<file path="src/rtl/urv_mem_arbiter.sv">
// urv_mem_arbiter
//
// Shares one memory bus port between instruction fetch and the load/store
// path. One transaction is outstanding at a time. Data accesses win
// arbitration. A fetch that has been held off for g_max_data_burst
// consecutive data grants is forced through next.
//
// Ports
//   clk_i, rst_i           clock, synchronous active-high reset
//   im_rd_i/im_addr_i      fetch request (level) and address
//   im_kill_i              discard the in-flight fetch result
//   im_data_o/im_valid_o   fetched word and one-cycle completion pulse
//   dm_load_i/dm_store_i   data request (level, mutually exclusive)
//   dm_addr_i/dm_data_s_i  data address and store data
//   dm_data_select_i       byte enables
//   dm_data_l_o            load data, valid with dm_load_done_o
//   dm_load_done_o         one-cycle load completion pulse
//   dm_store_done_o        one-cycle store completion pulse
//   mem_*                  external bus: req held until ack, ack carries rdata
//   err_o                  one-cycle ack-timeout pulse
//
// Build option: define URV_MEM_ARB_TIMEOUT_EN to add an ack watchdog that
// aborts a BUSY transaction after g_timeout cycles. The aborted requester
// gets its completion pulse with data 0 and err_o pulses alongside it.
// Without the macro BUSY waits for ack indefinitely and err_o is 0.
//
// state | meaning
// ------+-------------------------------------------------------------
// IDLE  | sample and arbitrate requests, register the winner onto mem_*
// BUSY  | mem_* held, waiting for mem_ack_i (or watchdog expiry)
// DONE  | completion pulse for the served requester, requests ignored

module urv_mem_arbiter #(
    parameter int unsigned g_max_data_burst = 4,
    parameter int unsigned g_timeout        = 255
) (
    input  logic        clk_i,
    input  logic        rst_i,

    input  logic        im_rd_i,
    input  logic [31:0] im_addr_i,
    input  logic        im_kill_i,
    output logic [31:0] im_data_o,
    output logic        im_valid_o,

    input  logic        dm_load_i,
    input  logic        dm_store_i,
    input  logic [31:0] dm_addr_i,
    input  logic [31:0] dm_data_s_i,
    input  logic [3:0]  dm_data_select_i,
    output logic [31:0] dm_data_l_o,
    output logic        dm_load_done_o,
    output logic        dm_store_done_o,

    output logic        mem_req_o,
    output logic        mem_we_o,
    output logic [31:0] mem_addr_o,
    output logic [31:0] mem_wdata_o,
    output logic [3:0]  mem_sel_o,
    input  logic        mem_ack_i,
    input  logic [31:0] mem_rdata_i,

    output logic        err_o
);

    if (g_max_data_burst < 1 || g_max_data_burst > 15) begin : g_bad_burst
        $error("urv_mem_arbiter: g_max_data_burst must be 1..15");
    end
    if (g_timeout < 1 || g_timeout > 255) begin : g_bad_timeout
        $error("urv_mem_arbiter: g_timeout must be 1..255");
    end

    typedef enum logic [1:0] {ST_IDLE, ST_BUSY, ST_DONE} state_t;
    typedef enum logic [1:0] {SRV_NONE, SRV_FETCH, SRV_LOAD, SRV_STORE} srv_t;

    localparam logic [3:0] BURST_MAX = 4'(g_max_data_burst);

    state_t      state_q, state_d;
    srv_t        srv_q, srv_d;
    logic        mem_req_q, mem_req_d;
    logic        mem_we_q, mem_we_d;
    logic [31:0] mem_addr_q, mem_addr_d;
    logic [31:0] mem_wdata_q, mem_wdata_d;
    logic [3:0]  mem_sel_q, mem_sel_d;
    logic [31:0] im_data_q, im_data_d;
    logic [31:0] dm_data_q, dm_data_d;
    logic [3:0]  burst_q, burst_d;
    logic        kill_q, kill_d;

    logic        data_req;
    logic        fetch_forced;
    logic        grant_data;
    logic        grant_fetch;
    logic        abort;

`ifdef URV_MEM_ARB_TIMEOUT_EN
    localparam logic [7:0] TMO_LAST = 8'(g_timeout - 1);

    logic [7:0] tmo_cnt_q, tmo_cnt_d;
    logic       timed_out_q;

    // Only IDLE leads into BUSY, so clearing outside BUSY gives a fresh
    // count on every entry.
    always_comb begin
        tmo_cnt_d = '0;
        if (state_q == ST_BUSY) begin
            tmo_cnt_d = tmo_cnt_q + 8'd1;
        end
    end

    assign abort = (state_q == ST_BUSY) && !mem_ack_i && (tmo_cnt_q == TMO_LAST);

    always_ff @(posedge clk_i) begin
        if (rst_i) begin
            tmo_cnt_q   <= '0;
            timed_out_q <= 1'b0;
        end else begin
            tmo_cnt_q <= tmo_cnt_d;
            // The last BUSY cycle decides; DONE sees the result.
            if (state_q == ST_BUSY) begin
                timed_out_q <= abort;
            end
        end
    end

    assign err_o = (state_q == ST_DONE) && timed_out_q;
`else
    assign abort = 1'b0;
    assign err_o = 1'b0;
`endif

    always_comb begin
        state_d     = state_q;
        srv_d       = srv_q;
        mem_req_d   = mem_req_q;
        mem_we_d    = mem_we_q;
        mem_addr_d  = mem_addr_q;
        mem_wdata_d = mem_wdata_q;
        mem_sel_d   = mem_sel_q;
        im_data_d   = im_data_q;
        dm_data_d   = dm_data_q;
        burst_d     = burst_q;
        kill_d      = kill_q;

        data_req     = dm_load_i | dm_store_i;
        fetch_forced = im_rd_i && (burst_q == BURST_MAX);
        grant_data   = 1'b0;
        grant_fetch  = 1'b0;

        unique case (state_q)
            ST_IDLE: begin
                kill_d = 1'b0;
                if (data_req && !fetch_forced) begin
                    grant_data = 1'b1;
                end else if (im_rd_i) begin
                    grant_fetch = 1'b1;
                end

                // Counts data grants that overtook a waiting fetch.
                if (!im_rd_i || grant_fetch) begin
                    burst_d = '0;
                end else if (grant_data) begin
                    burst_d = burst_q + 4'd1;
                end

                if (grant_data) begin
                    state_d     = ST_BUSY;
                    mem_req_d   = 1'b1;
                    mem_we_d    = dm_store_i;
                    mem_addr_d  = dm_addr_i;
                    mem_wdata_d = dm_data_s_i;
                    mem_sel_d   = dm_data_select_i;
                    srv_d       = dm_store_i ? SRV_STORE : SRV_LOAD;
                end else if (grant_fetch) begin
                    state_d    = ST_BUSY;
                    mem_req_d  = 1'b1;
                    mem_we_d   = 1'b0;
                    mem_addr_d = im_addr_i;
                    mem_sel_d  = 4'hF;
                    srv_d      = SRV_FETCH;
                end
            end

            ST_BUSY: begin
                if (im_kill_i) begin
                    kill_d = 1'b1;
                end
                if (mem_ack_i || abort) begin
                    state_d   = ST_DONE;
                    mem_req_d = 1'b0;
                    mem_we_d  = 1'b0;
                    if (srv_q == SRV_FETCH) begin
                        im_data_d = mem_ack_i ? mem_rdata_i : 32'h0;
                    end
                    if (srv_q == SRV_LOAD) begin
                        dm_data_d = mem_ack_i ? mem_rdata_i : 32'h0;
                    end
                end
            end

            ST_DONE: begin
                state_d = ST_IDLE;
            end

            default: begin
                state_d = ST_IDLE;
            end
        endcase
    end

    always_ff @(posedge clk_i) begin
        if (rst_i) begin
            state_q     <= ST_IDLE;
            srv_q       <= SRV_NONE;
            mem_req_q   <= 1'b0;
            mem_we_q    <= 1'b0;
            mem_addr_q  <= '0;
            mem_wdata_q <= '0;
            mem_sel_q   <= '0;
            im_data_q   <= '0;
            dm_data_q   <= '0;
            burst_q     <= '0;
            kill_q      <= 1'b0;
        end else begin
            state_q     <= state_d;
            srv_q       <= srv_d;
            mem_req_q   <= mem_req_d;
            mem_we_q    <= mem_we_d;
            mem_addr_q  <= mem_addr_d;
            mem_wdata_q <= mem_wdata_d;
            mem_sel_q   <= mem_sel_d;
            im_data_q   <= im_data_d;
            dm_data_q   <= dm_data_d;
            burst_q     <= burst_d;
            kill_q      <= kill_d;
        end
    end

    // A kill arriving in the DONE cycle itself must still suppress the pulse.
    assign im_valid_o      = (state_q == ST_DONE) && (srv_q == SRV_FETCH) && !kill_q && !im_kill_i;
    assign dm_load_done_o  = (state_q == ST_DONE) && (srv_q == SRV_LOAD);
    assign dm_store_done_o = (state_q == ST_DONE) && (srv_q == SRV_STORE);

    assign im_data_o   = im_data_q;
    assign dm_data_l_o = dm_data_q;
    assign mem_req_o   = mem_req_q;
    assign mem_we_o    = mem_we_q;
    assign mem_addr_o  = mem_addr_q;
    assign mem_wdata_o = mem_wdata_q;
    assign mem_sel_o   = mem_sel_q;

endmodule

</file>
<file path="config.mk">
export PLATFORM = sky130hd
export DESIGN_NAME = urv_mem_arbiter
export DESIGN_NICKNAME = d
export VERILOG_FILES = /design/src/rtl/urv_mem_arbiter.sv
export SDC_FILE = /design/constraint.sdc
export NUM_CORES = 1
export LEC_CHECK = 0
export CORE_ASPECT_RATIO = 2
export CORE_UTILIZATION = 42
export CTS_CLUSTER_SIZE = 25
export DETAILED_ROUTE_END_ITERATION = 8
export PLACE_DENSITY = 0.84
export SYNTH_ARGS = -nofsm -noshare
export SYNTH_HDL_FRONTEND = slang
export SYNTH_SLANG_ARGS = --single-unit
</file>
<file path="constraint.sdc">
create_clock -name clk_i -period 2.02 [get_ports clk_i]
set_clock_uncertainty 0.05 [all_clocks]
set_input_delay 0.202 -clock clk_i [delete_from_list [all_inputs] [get_ports clk_i]]
set_output_delay 0.202 -clock clk_i [all_outputs]
set_load 0.01 [all_outputs]
</file>
[Word level (Yosys, flattened, before mapping)]
Cells that the tools add are included.
W data, S select, Z words.
Cells by class
  equality and inequality tests: 9
  bitwise operators: 1
  shifts and indexed selects: 0
  reduce and logical (&&, ||, !) cells: 24
  order comparisons: 0
  muxes and demuxes: 26
  divide/modulo/power cells: 0
  multiply operators: 0
  add/sub/neg operators: 1
Operators with widths (number)
  $mux W32: 2
  $mux W4: 4
  $mux W1: 12
  $reduce_and A2 Y1: 5
  $reduce_and A3 Y1: 3
  $mux W2: 4
  $logic_and A1 B1 Y1: 7
  $eq A2 B2 Y1 const B: 3
  $pmux W1 S2: 3
  $reduce_bool A2 Y1: 3
  $add A4 B1 Y4 const B: 1
  $eq A2 B1 Y1 const B: 2
  $eq A4 B3 Y1 const B: 1
  $logic_not A1 Y1: 4
  $ne A2 B2 Y1 const B: 2
  $pmux W2 S2: 1
  $ne A3 B3 Y1 const B: 1
  $logic_not A2 Y1: 1
  $logic_or A1 B1 Y1: 1
  $or A1 B1 Y1: 1
Storage, ports and cells
  output and inout port bits: 138
  RAM bits: 0
  memories: 0
  logic and storage cells: 72
  input bits: 139
  latch bits: 0
  bits in read-only memories: 0
  register bits: 143

[Logic depth before layout (Yosys ltp)]
  depth in word-level cells: 9
  depth in mapped cells: 7
  gate-level depth less buffers: 5

[Worst setup path before layout]
OpenSTA, ideal clock, no wires.
  kind: reg-to-reg
  start point: reg burst_q[0]
  end point: reg mem_wdata_q[12] (netlist: mem_wdata_o[12])
  library setup time: 0.138 ns
  setup slack: 0.417 ns
  data arrival time: 1.415 ns
  clock period less this slack: 1.603 ns
  stages on the path, launching flop included: 8
  path through: dfxtp_1 > inv_1 > ha_1 > and4b_1 > buf_4 > buf_2 > o31ai_1 > a21oi_1
On the way
  cells in the longest elaborated chain, start to end: 7
RTL lines
  start, declared: line 87  | logic [3:0] burst_q, burst_d;
  start signal, assigned: line 234  | burst_q <= burst_d;
  $eq A4 B3 Y1: line 146  | fetch_forced = im_rd_i && (burst_q == BURST_MAX);
  $logic_and A1 B1 Y1: line 146
  $logic_not A1 Y1: line 153  | if (data_req && !fetch_forced) begin
  $logic_and A1 B1 Y1: line 153
  $mux W1: line 153
  $mux W1: line 150  | unique case (state_q)
  $reduce_and A2 Y1 (no source line)
  end signal, assigned: line 230  | mem_wdata_q <= mem_wdata_d;
  end, declared: line 83  | logic [31:0] mem_wdata_q, mem_wdata_d;
Every way passes these cells. The select of a mux whose other input is x is not followed.
A chain may end at the register's enable or synchronous reset.

[Final worst setup path]
  start point: reg burst_q[0]
  end point: reg mem_wdata_q[25] (netlist: mem_wdata_o[25])
The elaborated chain is that of the path after synthesis.

==> flow_summary.json <==
{
  "status": "completed",
  "largest_area_contributor_in_the_synthesized_netlist": "dfxtp_1",
  "global_placement_routability_congestion": 0.836,
  "layout-area-overhead-vs-synth_pct": 55.9,
  "grt_setup_unrepaired": "false",
  "core_region_area_sq_um": 14400,
  "required_ns": 2.25,
  "initial_core_util_pct": 43.2,
  "crit_path_max_fanout": 22,
  "fp.dieH_um": 174,
  "grtUsageTotal_pct": 27.4,
  "wire_length_of_the_first_global_routing_pass_um": 32900,
  "power_frac_seq_pct": 40.6,
  "grt.met1_usage_pct": 30.6,
  "endpoint_kind": "register",
  "clk-insertion-delay-late_ns": 0.41,
  "synthCells": 713,
  "dr_total_vias": 6634,
  "report.final.slew_viol_count": 0,
  "max_freq_mhz": 541,
  "cts.repair_timing.setup_buffer_count": 0,
  "cts.reportedPaths.clkPinSlew_ns": 0.07,
  "drt-wirelength-per-cell_um": 18.1,
  "tritoncts": "done",
  "clock_power_share_pct": 39.0,
  "synth.distinct_cells": 36,
  "io_buffer_count": 275,
  "leakage_nw": 3.40,
  "share_of_async_settable_or_async_resettable_flops_after_synthesis_pct": 0,
  "synth_top_cells_by_count": "143 x dfxtp_1, 135 x a21oi_1, 101 x nand3_1",
  "detail_route.first_pass.iterations": 5,
  "startpoint_type": "register",
  "finalHoldViolations": 0,
  "row_count": 62,
  "insertedDiodeCount": 0,
  "grt_start_max_net_pins": 65,
  "yosys_register_bits": 143,
  "synth_edf_count": 0,
  "fillCellCount": 1200,
  "sequential_share_of_the_synthesized_area_pct": 46.0,
  "clock_tree.buffer_depth": 2,
  "timing_worst_slew_pin_value_ns": 0.842,
  "timing.max_slew.rel_slack_pct": 43.7,
  "swShare_pct": 28.1,
  "grt.busiest_layer": "met2",
  "clkSinkCount": 143,
  "hpwl_detailed_um": 14400,
  "totalWireLength_um": 20900,
  "critical_path.slowest_cell": "dfxtp_1",
  "hold_path.class": "in -> reg",
  "final_period_minus_worst_setup_slack_ns": 1.85,
  "cellPowerDensity_nw_per_um2": 788,
  "grt_met3_usage_pct": 5.22,
  "cp.arrival_ns": 2.08,
  "vdd_ir_drop_max_mv": 0.551,
  "cpLargestDelayFamily": "flip-flops",
  "largest_cells_by_area_after_synthesis": "dfxtp_1 46%, a21oi_1 11%, nand3_1 8.1%, a311oi_2 6.8%, o21ai_1 5.3%",
  "ys.flop_type": "dfxtp_1",
  "fp.dieArea_sq_um": 15300,
  "fin_nets": 1089,
  "post-synth-top-count-cell": "dfxtp_1",
  "netlist.area_leader.share_pct": 46.0,
  "clk_root_buffer_cell": "clkbuf_16",
  "post_drt_via_cell_ratio": 5.75,
  "tns_ns": 0,
  "cts_made_buffers": 17,
  "period_share_pct": 91.4,
  "fin_total_pwr_mw": 7.65,
  "io_pins": 277,
  "die_x_extent_um": 88.1,
  "worst-setup-path-type": "reg -> reg",
  "antenna_violations_before_repair": 0,
  "total_of_warnings_raised_by_yosys": 0,
  "multi_input_comb_area_sq_um": 2920,
  "netSwitchingPower_mw": 2.15,
  "drt_first_iter_violations": 316,
  "route.antenna.remaining_nets": 0,
  "drc": 0,
  "max_cap_viol_count": 0,
  "gr_layer_usage_met2_pct": 46.6,
  "sequential_cell_area_sq_um": 2860,
  "final_layout_size_suffix_gt1_share_pct": 10.4,
  "critical_path.max_stage_delay_ns": 0.41,
  "synth_nets": 854,
  "htree_num_levels": 4,
  "internal-power_mw": 5.51,
  "crit_path_cell_trace": "inv_1 -> ha_1 -> and4b_2 -> buf_4 -> o31ai_1 -> a21oi_1",
  "synth_area_sq_um": 6230,
  "critical_path.n_buffers_inverters": 2,
  "share_comb_of_total_power_pct": 20.4,
  "setup_viol": 0,
  "grt_pass1_vias": 6419,
  "r2r_slack_ns": 0.17,
  "mean_instance_size_in_the_synthesized_netlist_sq_um": 8.73,
  "grt-ovfl-total": 0
}
==> worst paths after layout <==
path | end | cells past startpoint | startpoint
worst max register to register | mem_wdata_o[25] | 6 | burst_q[0]
worst min register to register | mem_wdata_o[29] | 2 | mem_wdata_o[29]
worst max-delay path | mem_wdata_o[25] | 6 | burst_q[0]
worst min-delay path | im_data_o[24] | 2 | rst_i
==> placed cells by master, fill, tap and decap left out, drive strengths merged, types with 5 or more instances in the layout <==
cell | netlist | final
o21ai | 97 | 97
nand3 | 101 | 101
a311oi | 32 | 32
inv | 5 | 9
nand2 | 7 | 7
buf | 57 | 31
nand4 | 35 | 35
o221a | 5 | 5
dfxtp | 143 | 143
clkbuf | 32 | 18
o31ai | 32 | 32
a21oi | 135 | 135
nor2 | 6 | 6
clkinv | 0 | 5
clkdlybuf4s50 | 0 | 271
==> repair_timing <==
action,in CTS,in global routing
endpoints found under the hold margin,0,0
resized for setup,1,2
setup endpoints to repair,1,2
hold buffers,0,0
==> area by class of cell <==
type,count,share of cell area (%)
flip-flops and latches,143,29.5
clock inverters,14,1.38
repair buffers,305,32.0
clock buffers,18,4.42
inverters,5,0.193
well taps,192,2.48
multi-input cells,476,30.1
==> flip-flops by register name (all words and copies together) (netlist names), 2 cells and up <==
name         count
burst_q          4
srv_q            2
mem_wdata_o     32
mem_addr_o      32
im_data_o       32
dm_data_l_o     32
mem_sel_o        4
state_q          2
==> power by group through the flow <==
stage / Combinational [mW] / Sequential, mW / Clock, mW
after CTS: 1.56 / 3.11 / 3.03
after detailed placement: 1.56 / 3.16 / 0
after global routing: 1.67 / 3.12 / 3.16
final: 1.56 / 3.11 / 2.98
after global placement: 1.54 / 3.16 / 0
after floorplan: 0.672 / 3.23 / 0
==> logic make-up (layout without fill, tap and decap cells) <==
logic type               after synthesis  in the layout  share of synthesized area (%)
flip-flops                           143            143                           46.0
AO/OA/AOI/OAI                        305            305                           31.2
AND/OR/NAND/NOR                      168            168                           15.0
adder cells (fa/ha/maj)                2              2                          0.402
buffers and inverters                 94            342                           7.43
other                                  1              1                         0.0602
==> routing by layer <==
layer	vias up	routed length, um
met5	-	0
met4	0	1200
met1	3117	7500
met2	297	11100
li1	3149	-
met3	71	1140
==> metrics by stage <==
step	worst slack, ns	util [%]	std cells	hold WS, ns	cell area, sq um
after floorplan	0.417	-	713	0.300	6230
after global placement	0.0841	63.3	1121	0.398	9140
after detailed placement	0.0648	63.3	1121	0.409	9140
after CTS	0.0599	67.2	1153	0.188	9700
after global routing	0.0633	67.3	1153	0.200	9710
final	0.173	67.3	1153	0.204	9710
No activity file was read; power rests on OpenSTA's default activity.
